### src/rtl/lsu_pkg.sv
// ============================================================================
// Module : lsu_pkg
// Brief  : Shared constants and helpers for the load/store unit.
// Rev    : 1.0
// ============================================================================
`default_nettype none

package lsu_pkg;

    localparam logic [2:0] c_F3_B  = 3'b000;
    localparam logic [2:0] c_F3_H  = 3'b001;
    localparam logic [2:0] c_F3_W  = 3'b010;
    localparam logic [2:0] c_F3_BU = 3'b100;
    localparam logic [2:0] c_F3_HU = 3'b101;

    localparam logic [1:0] c_ST_IDLE = 2'b00;
    localparam logic [1:0] c_ST_BUS  = 2'b01;
    localparam logic [1:0] c_ST_DONE = 2'b10;

    localparam logic [3:0] c_BE_BYTE = 4'b0001;
    localparam logic [3:0] c_BE_HLO  = 4'b0011;
    localparam logic [3:0] c_BE_HHI  = 4'b1100;
    localparam logic [3:0] c_BE_WORD = 4'b1111;

    // Stores only have B/H/W encodings; loads additionally allow BU/HU.
    function automatic logic f3_illegal(input logic [2:0] f3, input logic is_load,
                                        input logic [1:0] lo);
        logic bad_enc;
        logic bad_align;
        bad_enc = is_load ? ((f3 == 3'b011) || (f3[2:1] == 2'b11)) : (f3 >= 3'b011);
        case (f3[1:0])
            2'b01:   bad_align = lo[0];
            2'b10:   bad_align = |lo;
            default: bad_align = 1'b0;
        endcase
        return bad_enc | bad_align;
    endfunction

endpackage

`default_nettype wire

### src/rtl/load_extract.sv
// ============================================================================
// Module : load_extract
// Brief  : Load lane select with sign/zero extension (combinational).
// Rev    : 1.0
// ============================================================================
`default_nettype none

module load_extract
    import lsu_pkg::*;
(
    input  logic [31:0] i_word,
    input  logic [1:0]  i_addr_lo,
    input  logic [2:0]  i_funct3,
    output logic [31:0] o_result
);

    logic [7:0]  w_byte;
    logic [15:0] w_half;

    always_comb begin
        case (i_addr_lo)
            2'd0:    w_byte = i_word[7:0];
            2'd1:    w_byte = i_word[15:8];
            2'd2:    w_byte = i_word[23:16];
            default: w_byte = i_word[31:24];
        endcase
        w_half = i_addr_lo[1] ? i_word[31:16] : i_word[15:0];

        case (i_funct3)
            c_F3_B:  o_result = {{24{w_byte[7]}}, w_byte};
            c_F3_BU: o_result = {24'h0, w_byte};
            c_F3_H:  o_result = {{16{w_half[15]}}, w_half};
            c_F3_HU: o_result = {16'h0, w_half};
            default: o_result = i_word;
        endcase
    end

endmodule

`default_nettype wire

### src/rtl/load_store_unit.sv
// ============================================================================
// Module : load_store_unit
// Brief  : RV32I memory stage: one req/ack bus transaction per load/store,
//          stalling the core. Define LSU_TIMEOUT_EN to add a bus timeout.
// Rev    : 1.0
// ============================================================================
`default_nettype none

module load_store_unit
    import lsu_pkg::*;
#(
    parameter int ADDR_W      = 32,
    parameter int DATA_W      = 32,
    parameter int TIMEOUT_CYC = 255
) (
    input  logic              clk,
    input  logic              rst_n,
    input  logic              mem_read,
    input  logic              mem_write,
    input  logic [2:0]        funct3,
    input  logic [ADDR_W-1:0] addr,
    input  logic [DATA_W-1:0] wdata,
    output logic [DATA_W-1:0] rdata,
    output logic              stall,
    output logic              misaligned,
    output logic              bus_fault,
    output logic              bus_req,
    output logic              bus_we,
    output logic [ADDR_W-1:0] bus_addr,
    output logic [3:0]        bus_be,
    output logic [DATA_W-1:0] bus_wdata,
    input  logic [DATA_W-1:0] bus_rdata,
    input  logic              bus_ack
);

    logic [1:0]        r_state;
    logic [1:0]        w_next;
    logic              r_bus_req;
    logic              r_bus_we;
    logic [ADDR_W-1:0] r_bus_addr;
    logic [3:0]        r_bus_be;
    logic [DATA_W-1:0] r_bus_wdata;
    logic [DATA_W-1:0] r_rdata;
    logic [2:0]        r_funct3;
    logic [1:0]        r_addr_lo;

    logic              w_access;
    logic              w_illegal;
    logic              w_start;
    logic              w_timeout;
    logic [3:0]        w_be;
    logic [DATA_W-1:0] w_wdata;
    logic [DATA_W-1:0] w_load_data;

    assign w_access  = mem_read | mem_write;
    assign w_illegal = f3_illegal(funct3, mem_read, addr[1:0]);
    assign w_start   = (r_state == c_ST_IDLE) & w_access & ~w_illegal;

    assign misaligned = (r_state == c_ST_IDLE) & w_access & w_illegal;
    assign stall      = w_start | (r_state == c_ST_BUS);
    // A rejected access must not forward stale data to writeback.
    assign rdata      = misaligned ? '0 : r_rdata;

    assign bus_req   = r_bus_req;
    assign bus_we    = r_bus_we;
    assign bus_addr  = r_bus_addr;
    assign bus_be    = r_bus_be;
    assign bus_wdata = r_bus_wdata;

    always_comb begin
        w_be    = c_BE_WORD;
        w_wdata = wdata;
        case (funct3[1:0])
            2'b00: begin
                w_be    = c_BE_BYTE << addr[1:0];
                w_wdata = {4{wdata[7:0]}};
            end
            2'b01: begin
                w_be    = addr[1] ? c_BE_HHI : c_BE_HLO;
                w_wdata = {2{wdata[15:0]}};
            end
            default: begin
                w_be    = c_BE_WORD;
                w_wdata = wdata;
            end
        endcase
    end

    load_extract u_extract (
        .i_word    (bus_rdata),
        .i_addr_lo (r_addr_lo),
        .i_funct3  (r_funct3),
        .o_result  (w_load_data)
    );

`ifdef LSU_TIMEOUT_EN
    localparam int c_CNT_W = ($clog2(TIMEOUT_CYC + 1) > 8) ? $clog2(TIMEOUT_CYC + 1) : 8;
    localparam logic [c_CNT_W-1:0] c_CNT_LAST = c_CNT_W'(TIMEOUT_CYC - 1);

    logic [c_CNT_W-1:0] r_cnt;
    logic               r_bus_fault;

    // Fires on the BUS cycle whose un-acked completion brings the count to TIMEOUT_CYC.
    assign w_timeout = (r_state == c_ST_BUS) & ~bus_ack & (r_cnt == c_CNT_LAST);
    assign bus_fault = r_bus_fault;

    always_ff @(posedge clk or negedge rst_n) begin
        if (!rst_n) begin
            r_cnt       <= '0;
            r_bus_fault <= 1'b0;
        end else begin
            r_bus_fault <= w_timeout;
            if (w_start) begin
                r_cnt <= '0;
            end else if ((r_state == c_ST_BUS) && !bus_ack) begin
                r_cnt <= r_cnt + 1'b1;
            end
        end
    end
`else
    assign w_timeout = 1'b0;
    assign bus_fault = 1'b0;
`endif

    always_comb begin
        w_next = r_state;
        case (r_state)
            c_ST_IDLE: if (w_start) w_next = c_ST_BUS;
            c_ST_BUS:  if (bus_ack || w_timeout) w_next = c_ST_DONE;
            c_ST_DONE: w_next = c_ST_IDLE;
            default:   w_next = c_ST_IDLE;
        endcase
    end

    always_ff @(posedge clk or negedge rst_n) begin
        if (!rst_n) begin
            r_state     <= c_ST_IDLE;
            r_bus_req   <= 1'b0;
            r_bus_we    <= 1'b0;
            r_bus_addr  <= '0;
            r_bus_be    <= '0;
            r_bus_wdata <= '0;
            r_rdata     <= '0;
            r_funct3    <= '0;
            r_addr_lo   <= '0;
        end else begin
            r_state <= w_next;
            if (w_start) begin
                r_bus_req   <= 1'b1;
                r_bus_we    <= mem_write & ~mem_read;
                r_bus_addr  <= {addr[ADDR_W-1:2], 2'b00};
                r_bus_be    <= w_be;
                r_bus_wdata <= w_wdata;
                r_funct3    <= funct3;
                r_addr_lo   <= addr[1:0];
            end else if ((r_state == c_ST_BUS) && (bus_ack || w_timeout)) begin
                r_bus_req <= 1'b0;
                r_rdata   <= bus_ack ? w_load_data : '0;
            end
        end
    end

endmodule

`default_nettype wire

### config.mk
export PLATFORM = sky130hd
export DESIGN_NAME = load_store_unit
export DESIGN_NICKNAME = d
export VERILOG_FILES = /design/src/rtl/lsu_pkg.sv /design/src/rtl/load_extract.sv /design/src/rtl/load_store_unit.sv
export SDC_FILE = /design/constraint.sdc
export NUM_CORES = 1
export LEC_CHECK = 0
export CORE_ASPECT_RATIO = 1.1
export CORE_MARGIN = 2
export CORE_UTILIZATION = 47
export CTS_BUF_LIST = sky130_fd_sc_hd__clkbuf_8
export DETAILED_ROUTE_END_ITERATION = 8
export PLACE_DENSITY = 0.83
export SLEW_MARGIN = 20
export SYNTH_ARGS = -nofsm -noshare
export SYNTH_HDL_FRONTEND = slang
export SYNTH_HIERARCHICAL = 1
export SYNTH_SLANG_ARGS = --single-unit
### constraint.sdc
create_clock -name clk -period 4.4 [get_ports clk]
set_input_delay 1.32 -clock clk [delete_from_list [all_inputs] [get_ports clk]]
set_output_delay 1.32 -clock clk [all_outputs]
set_load 0.05 [all_outputs]
## Word level (Yosys, flattened, before mapping)

Index checks and enable logic that the tools add are counted.

| word-level totals | value |
|---|---|
| flip-flop bits (word level) | 107 |
| latch bits | 0 |
| RAM bits | 0 |
| ROM bits | 0 |
| input bits | 104 |
| output and inout bits | 105 |
| word-level logic and storage cells | 58 |
| memories kept | 0 |

| operators by class | value |
|---|---|
| add/sub/neg operators | 0 |
| $mul | 0 |
| divide/modulo/power cells | 0 |
| $lt $le $gt $ge | 1 |
| eq/ne operators | 12 |
| shift operators | 1 |
| mux-type cells | 15 |
| bitwise operators | 10 |
| reduce and logical (&&, ||, !) cells | 10 |

Operators by type and width:

| kind | number |
|---|---|
| $pmux W32 S4 | 1 |
| $mux W32 | 2 |
| $pmux W32 S2 | 1 |
| $pmux W8 S3 | 1 |
| $mux W16 | 1 |
| $pmux W4 S2 | 1 |
| $eq A2 B1 Y1 const B | 3 |
| $eq A2 B2 Y1 const B | 3 |
| $eq A3 B3 Y1 const B | 2 |
| $logic_not A2 Y1 | 3 |
| $and A1 B1 Y1 | 4 |
| $mux W2 | 2 |
| $mux W4 | 1 |
| $ne A2 B2 Y1 const B | 2 |
| $pmux W2 S2 | 1 |
| $reduce_and A2 Y1 | 2 |
| $shl A1 B2 Y4 const A | 1 |
| $eq A3 B1 Y1 const B | 1 |
| $eq A3 B2 Y1 const B | 1 |
| $ge A3 B2 Y1 const B | 1 |
| $logic_not A3 Y1 | 1 |
| $mux W1 | 3 |
| $not A1 Y1 | 3 |
| $or A1 B1 Y1 | 3 |
| 5 further kinds | 5 |

## Longest topological paths before layout

| logic depth | value |
|---|---|
| depth in word-level cells | 8 |
| gate-level depth with buffers | 8 |
| depth with buffers taken out | 6 |

## By module

The synthesis kept the hierarchy.

By module, submodules not included:

| module | times used | cells each | area an instance (um^2) | seq. area each (um^2) |
|---|---|---|---|---|
| load_store_unit | 1 | 411 | 4,904.7 | 2,677.6 |
| load_extract | 1 | 133 | 969.7 | 0.0 |

## Worst setup path after synthesis

Ideal clock, no wire load.

| timing | value |
|---|---|
| path type | in2out |
| start | in funct3[0] |
| end | out rdata[22] |
| arrival | 3,392 ps |
| data required time | 3,080 ps |
| path slack | -312 ps |
| stages on the path | 7 |
| path buffers | 1 |
| cells stage by stage | inv_1 > ha_1 > o211a_1 > a31oi_2 > a31oi_1 > clkbuf_1 > nor2b_1 |

| between the ends | value |
|---|---|
| longest elaborated chain between the ends | 6 |
| elaborated cells on any way between the ends | 10 |
| classes of those cells | order compare (1); eq/ne (3); mux (3); bitwise (2); reduce/logical (1) |

Ends and longest elaborated chain:

| element | RTL line | RTL |
|---|---|---|
| start: declaration | load_store_unit.sv:20 | `input logic [2:0] funct3,` |
| branches (longest 3 deep; another with $ge A3 B2 Y1) | - |  |
| $or A1 B1 Y1 (*) | lsu_pkg.sv:36 | `return bad_enc \| bad_align;` |
| $and A1 B1 Y1 (*) | load_store_unit.sv:59 | `assign misaligned = (r_state == c_ST_IDLE) & w_access & w_illegal;` |
| via misaligned | load_store_unit.sv:25 | `output logic misaligned,` |
| $mux W32 (*) | load_store_unit.sv:62 | `assign rdata = misaligned ? '0 : r_rdata;` |
| end: declaration | load_store_unit.sv:23 | `output logic [DATA_W-1:0] rdata,` |

Mark *: on every way through the listed nets, which the timed path passes.

## Worst setup path after layout

| timing | value |
|---|---|
| start | in funct3[1] |
| end | out rdata[15] |

| between the ends | value |
|---|---|
| longest elaborated chain between the ends | 6 |
| elaborated cells on any way between the ends | 11 |
| classes of those cells | order compare (1); eq/ne (4); mux (3); bitwise (2); reduce/logical (1) |

Ends and longest elaborated chain:

| element | RTL line |
|---|---|
| branches (longest 3 deep; another with $ge A3 B2 Y1) | - |
| $or A1 B1 Y1 (*) | lsu_pkg.sv:36 |
| $and A1 B1 Y1 (*) | load_store_unit.sv:59 |
| $mux W32 (*) | load_store_unit.sv:62 |

Mark *: on every way between the ends.

==> flow_metrics.tcl <==
set metrics [dict create \
    ys_types 42 \
    cts_inserted_buffers 9 \
    nets 853 \
    cp.required_ns 3.08 \
    gr-usage-met3_pct 9.19 \
    drt_iter0_markers 348 \
    holdPathStages 2 \
    p_int_mw 3.25 \
    cts_sinks 107 \
    cp_top_family "buffers and inverters" \
    grt_overflow 0 \
    post-route-min-period_ns 4.35 \
    grt_pass1_vias 5136 \
    met2_usage_pct 42.4 \
    synth-simple-area-share_pct 15.4 \
    ys_seq_area_share_pct 45.6 \
    synth_compound_area_share_pct 10.4 \
    grt_max_degree 74 \
    r2r_slack_ns 1.84 \
    p_switching_mw 2.98 \
    diodes 0 \
    cp_common_cell "a31oi_4" \
    wl_per_cell_um 18.7 \
    synthMuxAreaShare_pct 22.1 \
    grt_pass1_wl_um 27100 \
    max_stage_delay_ns 0.32 \
    power.total_mw 6.23 \
    cp-startpoint "funct3[1]" \
    area_growth_pct 45.0 \
    clockPowerShare_pct 10.1 \
    dp_cells 883 \
    io_pins 209 \
    r2r_end "bus_wdata[6]$_DFFE_PN0P_" \
    p_comb_share_pct 62.1 \
    synth.avg_cell_area_um2 10.8 \
    synth-edff-count 0 \
    swShare_pct 47.9 \
    end_kind "output pin" \
    dpl-instance-area_um2 7990 \
    synth_top_family_by_area "multiplexers" \
    worstMarginPinSlew_ns 1.03 \
    finalHoldViolCount 0 \
    finalSetupViolations 0 \
    async_flop_share_pct 100 \
    die_w_um 111 \
    place_congestion 0.902 \
    fmax_mhz 230 \
    fin_crit_sh_pct 99.0 \
    crit_chain "dlygate4sd2_1 > buf_4 > ha_1 > o211a_1 > a31oi_4 > a31oi_4 > bufbuf_16 > nor2b_2 > buf_6" \
    firstDrtPassIters 5 \
    cp-start-kind "input port" \
    rows 42 \
    path_depth 9 \
    drv_slew 0 \
    core_um2 12100 \
    drv_cap 0 \
    num_vias 4978 \
    drive_gt1_share_pct 25.8 \
    fin_cells 903 \
    ys_ff_latch 107 \
    drc 0 \
    p_per_area_nw_per_um2 731 \
    busiest_layer "met2" \
    crit_buf_inv 4 \
    synth_top_flop_cell "dfrtp_1" \
    initial_core_util_pct 48.4 \
    vias_per_cell 5.51 \
    synthXorXnorAreaFrac_pct 0 \
    port_buffers 205 \
    cts_buffer_depth 2 \
    crit_fanout 8 \
    syn_inst 544 \
    die_area_um2 13400 \
    cts_root_buf "clkbuf_8" \
    status "finished, final reports clean" \
    yosys_warnings 6 \
    r2r_cells 6 \
    clock_latency_ns 0.36 \
    path_class "input port to output pin" \
    synthAdderAreaFrac_pct 0.852 \
    skew_ns 0.00654 \
    wirelength_um 16900 \
    cp-endpoint "rdata[15]" \
    syn_area_um2 5870 \
    cts_tree "built" \
    antenna_left 0 \
    use_met1_pct 30.3 \
    clkTransAtPathRegs_ns 0.10 \
    slew_headroom_pct 31.6 \
    rr_startpoint "r_state[0]$_DFFE_PN0P_" \
    htree_levels 3 \
    grt_setup_unrepaired "true" \
    leakagePower_nw 3.96 \
    whs_ns 0.483 \
    vdd_drop_max_uv 538 \
    dpl.hpwl_um 11900 \
    worst_path_max_delay_cell "bufbuf_16" \
    power_frac_seq_pct 27.9 \
    stdcell_area_um2 8520 \
    fin_tns_setup_ns 0 \
    antenna_found_initial 0 \
    grt_use_total_pct 25.3 \
    worstHoldPathType "flop to flop" \
    crit_arrival_ns 3.03 \
    dieHeight_um 121 \
]
-- worst min-delay path: stages, from the launching register on --
cell	delay, ns
dfrtp_1	0.35
nand2_1	0.05
nand2_1	0.05
-- cells by family after synthesis --
group                    Yosys count
AO/OA/AOI/OAI                     82
adder cells (fa/ha/maj)            4
buffers and inverters             56
flip-flops                       107
multiplexers                      89
other                              1
AND/OR/NAND/NOR                  205
-- flip-flops by register name (all words and copies together) (netlist names) --
name and flops:
bus_req 1, r_rdata 32, bus_addr 30, bus_be 4
r_addr_lo 2, bus_wdata 32, r_state 2, r_funct3 3
bus_we 1
-- placed cells by master (no fill, tap or decap), drive strengths merged, types with 8 or more instances in the layout --
master,instances
mux2,80
clkbuf,11
a21oi,16
nor2,30
dfrtp,107
clkdlybuf4s50,168
nor2b,44
nand2,123
buf,58
a22o,8
inv,14
o22ai,20
a22oi,9
-- synth_stat cells (all sizes together) (2+ instances only) --
master / number / area, um^2
mux2: 80 / 1100
a311oi: 7 / 61.3
buf: 25 / 210
dfrtp: 107 / 2680
mux2i: 2 / 20.0
clkbuf: 16 / 60.1
ha: 4 / 50.1
clkinv: 2 / 7.51
a22o: 8 / 70.1
o21ai: 6 / 30.0
o221ai: 7 / 86.3
inv: 13 / 48.8
nand2: 123 / 462
a221oi: 2 / 17.5
a31oi: 3 / 25.0
nand2b: 3 / 18.8
nor2b: 44 / 275
a21oi: 16 / 80.1
mux4: 7 / 184
o22ai: 20 / 125
nor2: 30 / 113
a22oi: 9 / 81.3
-- cell type report --
class	instances	area (um^2)
clock buffers	11	151
clock inverters	4	48.8
fillers	880	3620
inverters	15	56.3
multi-input cells	383	3040
flip-flops and latches	107	2680
well taps	154	193
repair buffers	229	2360
-- power by group through the flow --
stage | combinational (mW) | sequential, mW | clock, mW
after floorplan | 1.67 | 2.59 | 0
after global placement | 3.60 | 1.73 | 0
after detailed placement | 3.67 | 1.73 | 0
after CTS | 3.76 | 1.73 | 0.646
after global routing | 4.04 | 1.79 | 0.691
final | 3.87 | 1.74 | 0.627
-- stage by stage --
stage | util [%] | worst slack, ns
3_3_place_gp | 65.8 | -0.137
5_1_grt | 70.2 | -0.0253
2_1_floorplan | - | -0.0156
6_report | 70.2 | 0.0461
3_5_place_dp | 65.8 | -0.241
4_1_cts | 68.9 | 0.0104
-- worst min-delay path by stage --
stage | end | slack, ns | startpoint
after floorplan | r_rdata[22]$_DFFE_PN0P_ | 0.44 | r_rdata[22]$_DFFE_PN0P_
after global placement | r_rdata[0]$_DFFE_PN0P_ | 0.45 | r_rdata[0]$_DFFE_PN0P_
after detailed placement | r_rdata[24]$_DFFE_PN0P_ | 0.46 | r_rdata[24]$_DFFE_PN0P_
after CTS | r_rdata[24]$_DFFE_PN0P_ | 0.48 | r_rdata[24]$_DFFE_PN0P_
after global routing | r_rdata[4]$_DFFE_PN0P_ | 0.51 | r_rdata[4]$_DFFE_PN0P_
final | r_rdata[8]$_DFFE_PN0P_ | 0.48 | r_rdata[8]$_DFFE_PN0P_
-- routing by layer --
layer  routed length, um  vias to the layer above
met5                   0                        -
met4                 491                        0
met3                1780                       44
met2                8210                      283
met1                6410                     2375
li1                    -                     2276
-- repair_timing --
item	CTS	global route
hold buffers	0	0
pin swaps	2	1
buffers inserted	3	1
cloned	2	0
setup endpoints to repair	33	32
resized for setup	21	50
No activity file was read; power rests on OpenSTA's default activity.
